File: config.mk
export PLATFORM = sky130hd
export DESIGN_NAME = tdc_launch_gen_flat
export DESIGN_NICKNAME = d
export VERILOG_FILES = /design/src/rtl/tdc_launch_gen_if.sv /design/src/rtl/tdc_launch_gen.sv /design/src/flat_wrapper.sv
export SDC_FILE = /design/constraint.sdc
export NUM_CORES = 1
export LEC_CHECK = 0
export CAP_MARGIN = 25
export CORE_ASPECT_RATIO = 0.7
export CORE_MARGIN = 10
export CORE_UTILIZATION = 40
export DETAILED_ROUTE_END_ITERATION = 8
export PLACE_DENSITY_LB_ADDON = 0.05
export SLEW_MARGIN = 20
export SYNTH_ARGS = -nofsm -noshare
export SYNTH_HDL_FRONTEND = slang
export SYNTH_SLANG_ARGS = --single-unit
File: constraint.sdc
create_clock -name clk_launch -period 2.3 [get_ports clk_launch]
set_input_delay 0.575 -clock clk_launch [delete_from_list [all_inputs] [get_ports clk_launch]]
set_output_delay 0.575 -clock clk_launch [all_outputs]
set_load 0.01 [all_outputs]
File: src/rtl/tdc_launch_gen_if.sv
// Control/status bundle between launch-generator firmware side and tdc_launch_gen.
// Firmware (master) drives run controls; generator (slave) returns launch outputs.
interface tdc_launch_gen_if #(
  parameter int DIV_W   = 4,
  parameter int BURST_W = 8,
  parameter int CNT_W   = 16
);
  // Controls are levels sampled on each clk_launch rising edge; there is no
  // valid/ready pairing, and start is honoured only while busy is low.
  logic               start;
  logic               stop;
  logic               burst_mode;
  logic [DIV_W-1:0]   div;
  logic [BURST_W-1:0] burst_len;
  logic               pg_tog;
  logic               launch_stb;
  logic               busy;
  logic               done;
  logic [CNT_W-1:0]   launch_cnt;
  logic [1:0]         state_dbg;

  modport master (
    output start, stop, burst_mode, div, burst_len,
    input  pg_tog, launch_stb, busy, done, launch_cnt, state_dbg
  );

  modport slave (
    input  start, stop, burst_mode, div, burst_len,
    output pg_tog, launch_stb, busy, done, launch_cnt, state_dbg
  );
endinterface

File: src/rtl/tdc_launch_gen.sv
// Launch toggle generator for the TDC: programmable half-period, burst/continuous runs.
// Optional return-to-zero on run exit is enabled by defining TDC_LAUNCH_RTZ_EN.
module tdc_launch_gen #(
  parameter int DIV_W   = 4,
  parameter int BURST_W = 8,
  parameter int CNT_W   = 16
) (
  input  logic clk_launch,
  input  logic rst_n,
  tdc_launch_gen_if.slave bus
);

  typedef enum logic [1:0] {
    S_IDLE = 2'd0,
    S_RUN  = 2'd1,
`ifdef TDC_LAUNCH_RTZ_EN
    S_RTZ  = 2'd2,
`endif
    S_DONE = 2'd3
  } state_t;

  state_t             state_q, state_d;
  logic [DIV_W-1:0]   div_q, div_d;
  logic [BURST_W-1:0] len_q, len_d;
  logic               mode_q, mode_d;
  logic [DIV_W-1:0]   hc_q, hc_d;
  logic [BURST_W-1:0] tc_q, tc_d;
  logic               pg_tog_q, pg_tog_d;
  logic               stb_q, stb_d;
  logic               busy_q, busy_d;
  logic               done_q, done_d;
  logic [CNT_W-1:0]   cnt_q, cnt_d;

  logic               tog_due;
  logic [DIV_W-1:0]   hc_inc;
  logic [BURST_W-1:0] tc_inc;
  logic [CNT_W-1:0]   cnt_inc;

  assign tog_due = (hc_q == div_q);
  assign hc_inc  = hc_q + DIV_W'(1);
  assign tc_inc  = tc_q + BURST_W'(1);
  assign cnt_inc = cnt_q + CNT_W'(1);

  always_comb begin
    state_d  = state_q;
    div_d    = div_q;
    len_d    = len_q;
    mode_d   = mode_q;
    hc_d     = hc_q;
    tc_d     = tc_q;
    pg_tog_d = pg_tog_q;
    stb_d    = 1'b0;
    done_d   = 1'b0;
    cnt_d    = cnt_q;

    case (state_q)
      S_IDLE: begin
        if (bus.start) begin
          div_d  = bus.div;
          len_d  = bus.burst_len;
          mode_d = bus.burst_mode;
          hc_d   = '0;
          tc_d   = '0;
          cnt_d  = '0;
          if (bus.burst_mode && (bus.burst_len == '0)) begin
            state_d = S_DONE;
            done_d  = 1'b1;
          end else begin
            state_d = S_RUN;
          end
        end
      end

      S_RUN: begin
        if (tog_due) begin
          pg_tog_d = ~pg_tog_q;
          stb_d    = 1'b1;
          hc_d     = '0;
          tc_d     = tc_inc;
          cnt_d    = cnt_inc;
        end else begin
          hc_d = hc_inc;
        end
        // A due toggle is still issued on the exit edge, whether stop or burst end.
        if (bus.stop || (tog_due && mode_q && (tc_inc == len_q))) begin
`ifdef TDC_LAUNCH_RTZ_EN
          if (pg_tog_d) begin
            state_d = S_RTZ;
            hc_d    = '0;
          end else begin
            state_d = S_DONE;
            done_d  = 1'b1;
          end
`else
          state_d = S_DONE;
          done_d  = 1'b1;
`endif
        end
      end

`ifdef TDC_LAUNCH_RTZ_EN
      S_RTZ: begin
        if (tog_due) begin
          pg_tog_d = 1'b0;
          stb_d    = 1'b1;
          cnt_d    = cnt_inc;
          state_d  = S_DONE;
          done_d   = 1'b1;
        end else begin
          hc_d = hc_inc;
        end
      end
`endif

      S_DONE: state_d = S_IDLE;

      default: state_d = S_IDLE;
    endcase

    busy_d = (state_d != S_IDLE);
  end

  always_ff @(posedge clk_launch) begin
    if (!rst_n) begin
      state_q  <= S_IDLE;
      div_q    <= '0;
      len_q    <= '0;
      mode_q   <= 1'b0;
      hc_q     <= '0;
      tc_q     <= '0;
      pg_tog_q <= 1'b0;
      stb_q    <= 1'b0;
      busy_q   <= 1'b0;
      done_q   <= 1'b0;
      cnt_q    <= '0;
    end else begin
      state_q  <= state_d;
      div_q    <= div_d;
      len_q    <= len_d;
      mode_q   <= mode_d;
      hc_q     <= hc_d;
      tc_q     <= tc_d;
      pg_tog_q <= pg_tog_d;
      stb_q    <= stb_d;
      busy_q   <= busy_d;
      done_q   <= done_d;
      cnt_q    <= cnt_d;
    end
  end

  assign bus.pg_tog     = pg_tog_q;
  assign bus.launch_stb = stb_q;
  assign bus.busy       = busy_q;
  assign bus.done       = done_q;
  assign bus.launch_cnt = cnt_q;
  assign bus.state_dbg  = state_q;

endmodule

File: src/flat_wrapper.sv
// flat-port wrapper written by rule: the top's interface ports become plain ports
module tdc_launch_gen_flat 
#(
  parameter int DIV_W   = 4,
  parameter int BURST_W = 8,
  parameter int CNT_W   = 16
)
  (clk_launch, rst_n, bus_start, bus_stop, bus_burst_mode, bus_div, bus_burst_len, bus_pg_tog, bus_launch_stb, bus_busy, bus_done, bus_launch_cnt, bus_state_dbg);
  tdc_launch_gen_if #(.DIV_W(DIV_W), .BURST_W(BURST_W), .CNT_W(CNT_W)) bus_i ();
  input  logic clk_launch;
  input  logic rst_n;
  input wire logic [$bits(bus_i.start)-1:0] bus_start;
  input wire logic [$bits(bus_i.stop)-1:0] bus_stop;
  input wire logic [$bits(bus_i.burst_mode)-1:0] bus_burst_mode;
  input wire logic [$bits(bus_i.div)-1:0] bus_div;
  input wire logic [$bits(bus_i.burst_len)-1:0] bus_burst_len;
  output wire logic [$bits(bus_i.pg_tog)-1:0] bus_pg_tog;
  output wire logic [$bits(bus_i.launch_stb)-1:0] bus_launch_stb;
  output wire logic [$bits(bus_i.busy)-1:0] bus_busy;
  output wire logic [$bits(bus_i.done)-1:0] bus_done;
  output wire logic [$bits(bus_i.launch_cnt)-1:0] bus_launch_cnt;
  output wire logic [$bits(bus_i.state_dbg)-1:0] bus_state_dbg;
  assign bus_i.start = bus_start;
  assign bus_i.stop = bus_stop;
  assign bus_i.burst_mode = bus_burst_mode;
  assign bus_i.div = bus_div;
  assign bus_i.burst_len = bus_burst_len;
  assign bus_pg_tog = bus_i.pg_tog;
  assign bus_launch_stb = bus_i.launch_stb;
  assign bus_busy = bus_i.busy;
  assign bus_done = bus_i.done;
  assign bus_launch_cnt = bus_i.launch_cnt;
  assign bus_state_dbg = bus_i.state_dbg;
  tdc_launch_gen #(.DIV_W(DIV_W), .BURST_W(BURST_W), .CNT_W(CNT_W)) u_core (.clk_launch(clk_launch), .rst_n(rst_n), .bus(bus_i));
endmodule
==> results of run 1 <==
## cells by family (layout without fill, tap and decap cells)
| family | Yosys count | count (layout) | synth area share, % |
|---|---|---|---|
| AO/OA/AOI/OAI | 68 | 68 | 18.3 |
| XOR/XNOR | 20 | 20 | 7.75 |
| adder cells (fa/ha/maj) | 3 | 3 | 1.66 |
| buffers and inverters | 15 | 58 | 3.15 |
| flip-flops | 47 | 47 | 41.6 |
| AND/OR/NAND/NOR | 127 | 127 | 27.6 |
## final cells by class
type	instances	area, um2
Tap cell	72	90.1
Timing Repair Buffer	46	465
Inverter	4	15.0
Clock buffer	6	82.6
Sequential cell	47	941
Fill cell	553	2490
Multi-Input combinational cell	218	1250
Clock inverter	2	38.8
## registers in the layout, summed over array words and instances, names as in the netlist, 2 cells and up
| name | cells |
|---|---|
| u_core.bus.launch_cnt | 16 |
| u_core.len_q | 8 |
| u_core.tc_q | 8 |
| u_core.div_q | 4 |
| u_core.hc_q | 4 |
| u_core.bus.state_dbg | 2 |
## synth_stat cells
cell type,instances
nand2_1,49
and2b_1,1
a21boi_0,2
o31a_1,1
o21ai_1,4
a31o_2,1
or3_1,3
o2bb2a_1,1
or4_1,10
buf_4,2
clkbuf_1,7
ha_1,3
a211o_1,1
inv_2,1
nand3_1,11
nor3b_1,1
dfxtp_1,47
buf_6,1
xnor2_1,16
o31ai_1,12
and2_1,4
nand2b_1,1
nor3_1,10
and4_1,3
nor2_1,19
a21oi_2,1
o32ai_1,1
o21bai_1,1
nand3b_1,2
or2_2,1
o21a_1,2
inv_1,3
nand4_1,9
o21ai_0,3
o221ai_1,1
xor2_1,4
nor4_1,3
a21oi_1,36
buf_1,1
a22oi_1,1
## how the worst max path moves through the flow
stage / start / end / slack (ps) / cells past startpoint
floorplan: bus_start / u_core.bus.launch_cnt[13] / 520 / 6
global placement: bus_start / u_core.bus.launch_cnt[15] / 140 / 6
detailed placement: bus_start / u_core.bus.launch_cnt[6] / 90 / 6
CTS: u_core.bus.launch_cnt[4] / bus_launch_cnt[4] / 320 / 1
global route: u_core.tc_q[0] / u_core.bus.done / 240 / 5
finish: u_core.bus.launch_cnt[4] / bus_launch_cnt[4] / 350 / 1
## per-stage QoR
step	setup slack (ps)	std cells	total power, mW	util [%]
after floorplan	518	280	1.03	-
final	353	395	1.77	53.7
after CTS	320	395	1.79	53.7
after global routing	238	395	1.85	53.7
after global placement	144	387	1.15	51.4
after detailed placement	93.9	387	1.15	51.4
## metal layers
metal | wire (um) | GRT usage [%] | vias to the layer above
li1 | - | - | 1089
met1 | 3070 | 18.8 | 992
met2 | 2570 | 18.0 | 50
met3 | 395 | 3.86 | 4
met4 | 34 | 2.11 | 0
met5 | 0 | 0 | -
## report_power, final
part | switching, mW | internal [mW]
clock network | 0.280 | 0.358
logic | 0.148 | 0.120
registers | 0.0251 | 0.840
==> metrics.txt, run 1 <==
top cells by area, synth dfxtp_1, nand2_1, a21oi_1, xnor2_1, o31ai_1; crit path kind reg -> out; CP startpoint kind register; DR vias 2135; Hold EP u_core.len_q[7]; Finished Cell Area 2880 um2; post-CTS resize count 0; grt ovf 0; CP cell instances clkdlybuf4s50_1; CP delay by family, top buffers and inverters; HP Class reg -> reg; Ys Warns 0; via density per instance 5.41; detailed placement HPWL 4.54 mm; CP endpoint kind output port; port bufs 38; setup violators final 0; worst vdd ir 0.285 mV; post-synthesis cell type count 40; DRT Pass-1 Iters 4; Slowest-stage cell, CP clkdlybuf4s50_1; Post-Syn Nets 300; Layout area overhead 27.4%; cell area after technology mapping 2260 um2; CP Max Fanout 8; hold path cells 2; Reg-to-Reg Start u_core.tc_q[0]; die width 110 um; min Tclk post-route 1950 ps; largest net degree at the start of global routing 28; post-synth top area share 41.6%; achievable frequency 0.514 GHz; Placer Congestion 0.841; H-tree depth 2; Root Driver clkbuf_8; most frequent cells in the layout nand2_1, dfxtp_1, clkdlybuf4s50_1, a21oi_1, nor2_1; drt drc 0; first-pass GRT wire length 9.76 mm; Avg WL per Cell 15.3 um; DIE AREA 9110 um2; hold_sp u_core.len_q[7]; final-stage net count 342; 1st-iter DRT viols 167; Antenna Nets Post-Route 0; Clk Latency, worst-skew pair 300 ps; PD cells 615 nW/um2; Cell Area, Placed 2760 um2; Longest Clk Path Bufs 2; CTS tree yes; num rows 22; unrepaired setup endpoints after global routing no; Sum Neg Setup Slack 0 ps; largest stage delay on the critical path 600 ps; Post-Syn Instances 280; clock sink count 47; Max Slew Vio Count 0; Data arrival, critical path 1370 ps; P_leak 0.933 nW; Seq/Total Area, Yosys 41.6%; Setup Buffers After CTS 0; TritonCTS buffer count 5; hold slack 474 ps; cts hold-fix bufs 0; commonest non-fill, non-tap cell in the layout nand2_1; Synth area leader dfxtp_1; Mean Syn Cell Area 8.07 um2; initial antenna violation count 0; final wirelength 6.06 mm; setup slack, reg-to-reg 400 ps; post-route clock period utilization 84.6%; vias in the first global route 1936; relative slew slack 67.4%; Core Region 5370 um2; Least-Margin Pin Slew 489 ps; Global Route Usage Sum 12.8%; reg2reg end u_core.bus.done; initial core utilization 42.1%; die height 82.9 um; status complete, no violations; Synth Register Bits 47; Worst Skew 8.68 ps; worst path required time 1730 ps; Maximum Capacitance Violations 0; Worst Path Buf+Inv 1; Hold Vio Cnt, Final 0; Inserted Diodes 0; clock-pin transition on the worst setup and hold timing paths 90 ps; R2R cell count 5; layout cell share with drive strength beyond 1 6.19%; # IOs 39
Power figures use the tool's default switching activity.
==> run 2, diff against run 1 <==
==> constraint.sdc (replaced) <==
create_clock -name clk_launch -period 1.7 [get_ports clk_launch]
set_input_delay 0.425 -clock clk_launch [delete_from_list [all_inputs] [get_ports clk_launch]]
set_output_delay 0.425 -clock clk_launch [all_outputs]
set_load 0.01 [all_outputs]
==> run 2 against run 1 <==
The flow now finishes with violations (setup timing). Utilization up 6.8 points. Wire length up 7.2%. Highest routed layer unchanged. Global-route usage up 0.66 points.
==> metrics.txt, run 2 (same netlist as run 1, synthesis figures left out) <==
Antenna Nets Post-Route 0; Avg WL per Cell 15.3 um; Comb pwr share 19.3%; min Tclk post-route 1700 ps; layout cell share with drive strength beyond 1 25.0%; hold_sp u_core.len_q[7]; via density per instance 5.43; setup violators final 1; # IOs 39; Longest Clk Path Bufs 2; clock network fraction of total power 33.8%; failing checks setup timing; 1st-iter DRT viols 118; Least-Margin Pin Slew 391 ps; CP startpoint u_core.bus.launch_cnt[12]; crit path kind reg -> out; CP endpoint kind output port; Clk Latency, worst-skew pair 300 ps; largest net degree at the start of global routing 18; die width 110 um; vias in the first global route 2047; clock-pin transition on the worst setup and hold timing paths 80 ps; worst path required time 1270 ps; unrepaired setup endpoints after global routing yes; PD cells 766 nW/um2; HP Class reg -> reg; H-tree depth 2; Worst Path Buf+Inv 1; hold path cells 2; initial antenna violation count 0; final wirelength 6.50 mm; CTS tree yes; Data arrival, critical path 1280 ps; port bufs 38; share of power burned in registers 46.9%; CP Max Fanout 5; Global Route Usage Sum 13.5%; most frequent cells in the layout nand2_1, dfxtp_1, buf_4, a21oi_1, clkdlybuf4s50_1; sw frac 26.2%; status complete, but fails checks; relative slew slack 73.9%; detailed placement HPWL 4.66 mm; Cell Area, Placed 2960 um2; commonest non-fill, non-tap cell in the layout nand2_1; CP delay by family, top buffers and inverters; Finished Cell Area 3250 um2; die height 82.9 um; P_leak 1.20 nW; fillcell total 530; final-stage net count 371; Slowest-stage cell, CP clkdlybuf4s50_1; CP startpoint kind register; DRT Pass-1 Iters 4; drt drc 0; Setup WS post-layout -0.505 ps; Maximum Capacitance Violations 0; TritonCTS buffer count 5; NetSw 651 uW; initial core utilization 42.1%; achievable frequency 0.588 GHz; Inserted Diodes 0; setup slack, reg-to-reg 10 ps; max reg flops 16; Max Slew Vio Count 0; Internal 1.84 mW; Reg-to-Reg Start u_core.hc_q[1]; grt ovf 0; Levels on crit path 1; Layout area overhead 43.7%; Worst Skew 8.72 ps; DR vias 2302; DIE AREA 9110 um2; Hold Vio Cnt, Final 0; R2R cell count 5; largest stage delay on the critical path 570 ps; first-pass GRT wire length 10.2 mm; num rows 22; Sum Neg Setup Slack -0.505 ps; clock sink count 47; Root Driver clkbuf_8; Placer Congestion 0.886; post-route clock period utilization 100%; DP Worst Slack -282 ps; worst vdd ir 0.349 mV; Core Region 5370 um2; CP cell instances clkdlybuf4s50_1
run 2: final timing paths:
check | to
setup / recovery | bus_launch_cnt[12]
hold / removal | u_core.len_q[7]
hold reg to reg | u_core.len_q[7]
setup reg to reg | u_core.bus.launch_cnt[14]
run 2: area by class of cell:
cell class | instances | area, um2 | area share, %
clock buffers | 6 | 82.6 | 2.54
inverters | 4 | 15.0 | 0.462
well taps | 72 | 90.1 | 2.77
multi-input cells | 220 | 1410 | 43.4
flip-flops and latches | 47 | 956 | 29.4
clock inverters | 2 | 35.0 | 1.08
repair buffers | 73 | 661 | 20.3
run 2: power by group through the flow:
| stage | Clock, mW | Sequential [mW] | Combinational (mW) |
|---|---|---|---|
| final | 0.842 | 1.17 | 0.480 |
| after CTS | 0.867 | 1.17 | 0.430 |
| after detailed placement | 0 | 1.19 | 0.410 |
| after floorplan | 0 | 1.19 | 0.216 |
| after global placement | 0 | 1.19 | 0.408 |
| after global routing | 0.913 | 1.17 | 0.515 |
run 2: what timing repair did:
| item | in CTS | in global routing |
|---|---|---|
| gates resized for setup | 17 | 37 |
| setup buffers | 0 | 1 |
| hold endpoints to repair | 0 | 0 |
| setup endpoints to repair | 20 | 23 |
| gates cloned | 1 | 1 |
| pin swaps | 3 | 17 |
| hold buffers | 0 | 0 |
run 2: worst min-delay path, delay by kind of cell, from the launching register on:
kind / cells / cell delay [ps]
AND/OR/NAND/NOR: 1 / 50
AO/OA/AOI/OAI: 1 / 50
flip-flops: 1 / 320
run 2: metrics by stage:
stage               util [%]  hold slack [ps]  cells  total power [mW]
finish                  60.5              471    424              2.49
detailed placement      55.2              461    413              1.60
CTS                     57.8              473    422              2.46
global placement        55.2              450    413              1.60
floorplan                  -              437    280              1.41
global route            60.5              498    424              2.60
run 2: per-layer routing:
metal / routed length [um] / vias up / global-route usage [%]
li1: - / 1151 / -
met1: 3280 / 1083 / 20.2
met2: 2770 / 62 / 18.8
met3: 392 / 6 / 3.24
met4: 55 / 0 / 2.58
met5: 0 / - / 0
==> run 3, diff against run 2 <==
--- a/config.mk
+++ b/config.mk
@@ -7,7 +7,7 @@
 export LEC_CHECK = 0
 export CAP_MARGIN = 25
 export CORE_ASPECT_RATIO = 0.7
-export CORE_MARGIN = 10
+export CORE_MARGIN = 2
 export CORE_UTILIZATION = 40
 export DETAILED_ROUTE_END_ITERATION = 8
 export PLACE_DENSITY_LB_ADDON = 0.05
==> run 3 against run 2 <==
The flow now finishes without violations. Die area down 31%. Via count down 0.96%. Critical path type is now reg -> reg. Critical endpoint is now u_core.bus.launch_cnt[13]. Worst setup slack better by 2.9 ps. Non-clock buffer count up 1. Count of clock-buffer cells in the layout unchanged. Sequential share of layout area about the same. Clock power up 1%. Critical path depth up 4. Maximum frequency up 0.17%. Sequential cell count unchanged. Global-route usage up 7.1 points. Largest cell class unchanged.
==> metrics.txt, run 3 (same netlist as run 1, synthesis figures left out) <==
reg2reg end u_core.bus.launch_cnt[13]; CTS tree yes; detailed placement HPWL 4.30 mm; Post-Layout Cell Count 425; Data arrival, critical path 1930 ps; initial antenna violation count 0; NetSw 658 uW; min Tclk post-route 1700 ps; Longest Clk Path Bufs 2; via density per instance 5.36; share of power burned in registers 46.6%; max reg flops 16; H-tree depth 2; Reg-to-Reg Start u_core.hc_q[1]; R2R cell count 5; Inserted Diodes 0; Clk Latency, worst-skew pair 300 ps; DR vias 2280; die height 66.9 um; first-pass GRT wire length 10.1 mm; Avg WL per Cell 14.7 um; num rows 22; DIE AREA 6280 um2; setup slack, reg-to-reg 2 ps; final wirelength 6.25 mm; achievable frequency 0.589 GHz; most frequent cells in the layout nand2_1, clkdlybuf4s50_1, buf_4, a21oi_1, dfxtp_1; # IOs 39; PD cells 753 nW/um2; Core Region 5340 um2; grt ovf 0; DRT Pass-1 Iters 4; CP startpoint kind register; worst path required time 1940 ps; Antenna Nets Post-Route 0; Worst Skew 5.54 ps; Layout area overhead 46.5%; Maximum Capacitance Violations 0; relative slew slack 76.4%; CP Max Fanout 6; largest net degree at the start of global routing 16; worst vdd ir 0.399 mV; vias in the first global route 2052; port bufs 38; Setup Buffers After CTS 0; clock-pin transition on the worst setup and hold timing paths 90 ps; sw frac 26.4%; final-stage net count 372; post-route clock period utilization 99.9%; setup violators final 0; HP Class reg -> reg; unrepaired setup endpoints after global routing yes; CP endpoint kind register; initial core utilization 42.3%; CP startpoint u_core.hc_q[1]; clock sink count 47; crit path kind reg -> reg; DP Worst Slack -269 ps; Hold Vio Cnt, Final 0; die width 93.9 um; TritonCTS buffer count 5; Placer Congestion 0.837; Max Slew Vio Count 0; Global Route Usage Sum 20.6%; Least-Margin Pin Slew 354 ps; Internal 1.84 mW; cell total after placement 415; commonest non-fill, non-tap cell in the layout nand2_1; layout cell share with drive strength beyond 1 29.5%; total power 2.49 mW; cts hold-fix bufs 0; drt drc 0; Sum Neg Setup Slack 0 ps; Setup WS post-layout 2.35 ps; Comb pwr share 19.2%; critical path endpoint u_core.bus.launch_cnt[13]; clock network fraction of total power 34.1%; P_leak 1.15 nW; status complete, no violations; Root Driver clkbuf_8; 1st-iter DRT viols 132
[run 3: changes by cell type in the layout (fill, tap and decap cells not counted), moves of 2 or more]
cell / before / now
clkdlybuf4s50_1: 27 / 33
dfxtp_1: 35 / 26
dfxtp_2: 12 / 18
dfxtp_4: 0 / 3
dlygate4sd2_1: 8 / 4
dlymetal6s2s_1: 3 / 1
nand2_2: 0 / 2
o31ai_1: 12 / 10
o31ai_2: 0 / 2
[run 3: metrics by stage]
stage | cell area [um2] | util (%) | hold slack (ps)
6_report | 3310 | 62.0 | 470
5_1_grt | 3310 | 62.0 | 498
4_1_cts | 3120 | 58.4 | 476
3_5_place_dp | 2980 | 55.7 | 464
3_3_place_gp | 2980 | 55.7 | 452
2_1_floorplan | 2280 | - | 437
[run 3: worst min-delay path by stage]
stage / from / endpoint / slack, ps / depth (start not counted)
6_report: u_core.len_q[3] / u_core.len_q[3] / 470 / 2
5_1_grt: u_core.mode_q / u_core.mode_q / 500 / 2
4_1_cts: u_core.div_q[2] / u_core.div_q[2] / 480 / 2
3_5_place_dp: u_core.mode_q / u_core.mode_q / 460 / 2
3_3_place_gp: u_core.mode_q / u_core.mode_q / 450 / 2
2_1_floorplan: u_core.mode_q / u_core.mode_q / 440 / 2
[run 3: timing repair]
action,4_1_cts,5_1_grt
endpoints found under the setup margin,20,28
pin swaps,1,28
cloned,1,1
resized for setup,16,50
[run 3: power by group through the flow]
stage / clock (mW) / sequential [mW] / combinational [mW]
2_1_floorplan: 0 / 1.19 / 0.216
3_3_place_gp: 0 / 1.19 / 0.419
3_5_place_dp: 0 / 1.19 / 0.419
4_1_cts: 0.872 / 1.16 / 0.439
5_1_grt: 0.927 / 1.17 / 0.524
6_report: 0.851 / 1.16 / 0.480
[run 3: layer usage]
layer	global-route usage (%)	share of wire (%)	up-vias
met5	0	0	-
met4	3.44	0.43	0
met3	4.07	6.1	4
met2	29.5	42	56
met1	31.9	51	1071
li1	-	-	1149
[run 3: critical path, stage by stage, from the launching register on]
cell	delay [ps]
dfxtp_2	350
xnor2_2	190
and4_4	330
a21oi_4	110
or4_4	530
a21oi_2	120
[run 3: cell type report]
cell class / count / area (um2)
flip-flops and latches: 47 / 975
multi-input cells: 220 / 1450
clock buffers: 6 / 82.6
inverters: 4 / 15.0
well taps: 72 / 90.1
fillers: 494 / 2030
clock inverters: 2 / 35.0
repair buffers: 74 / 668
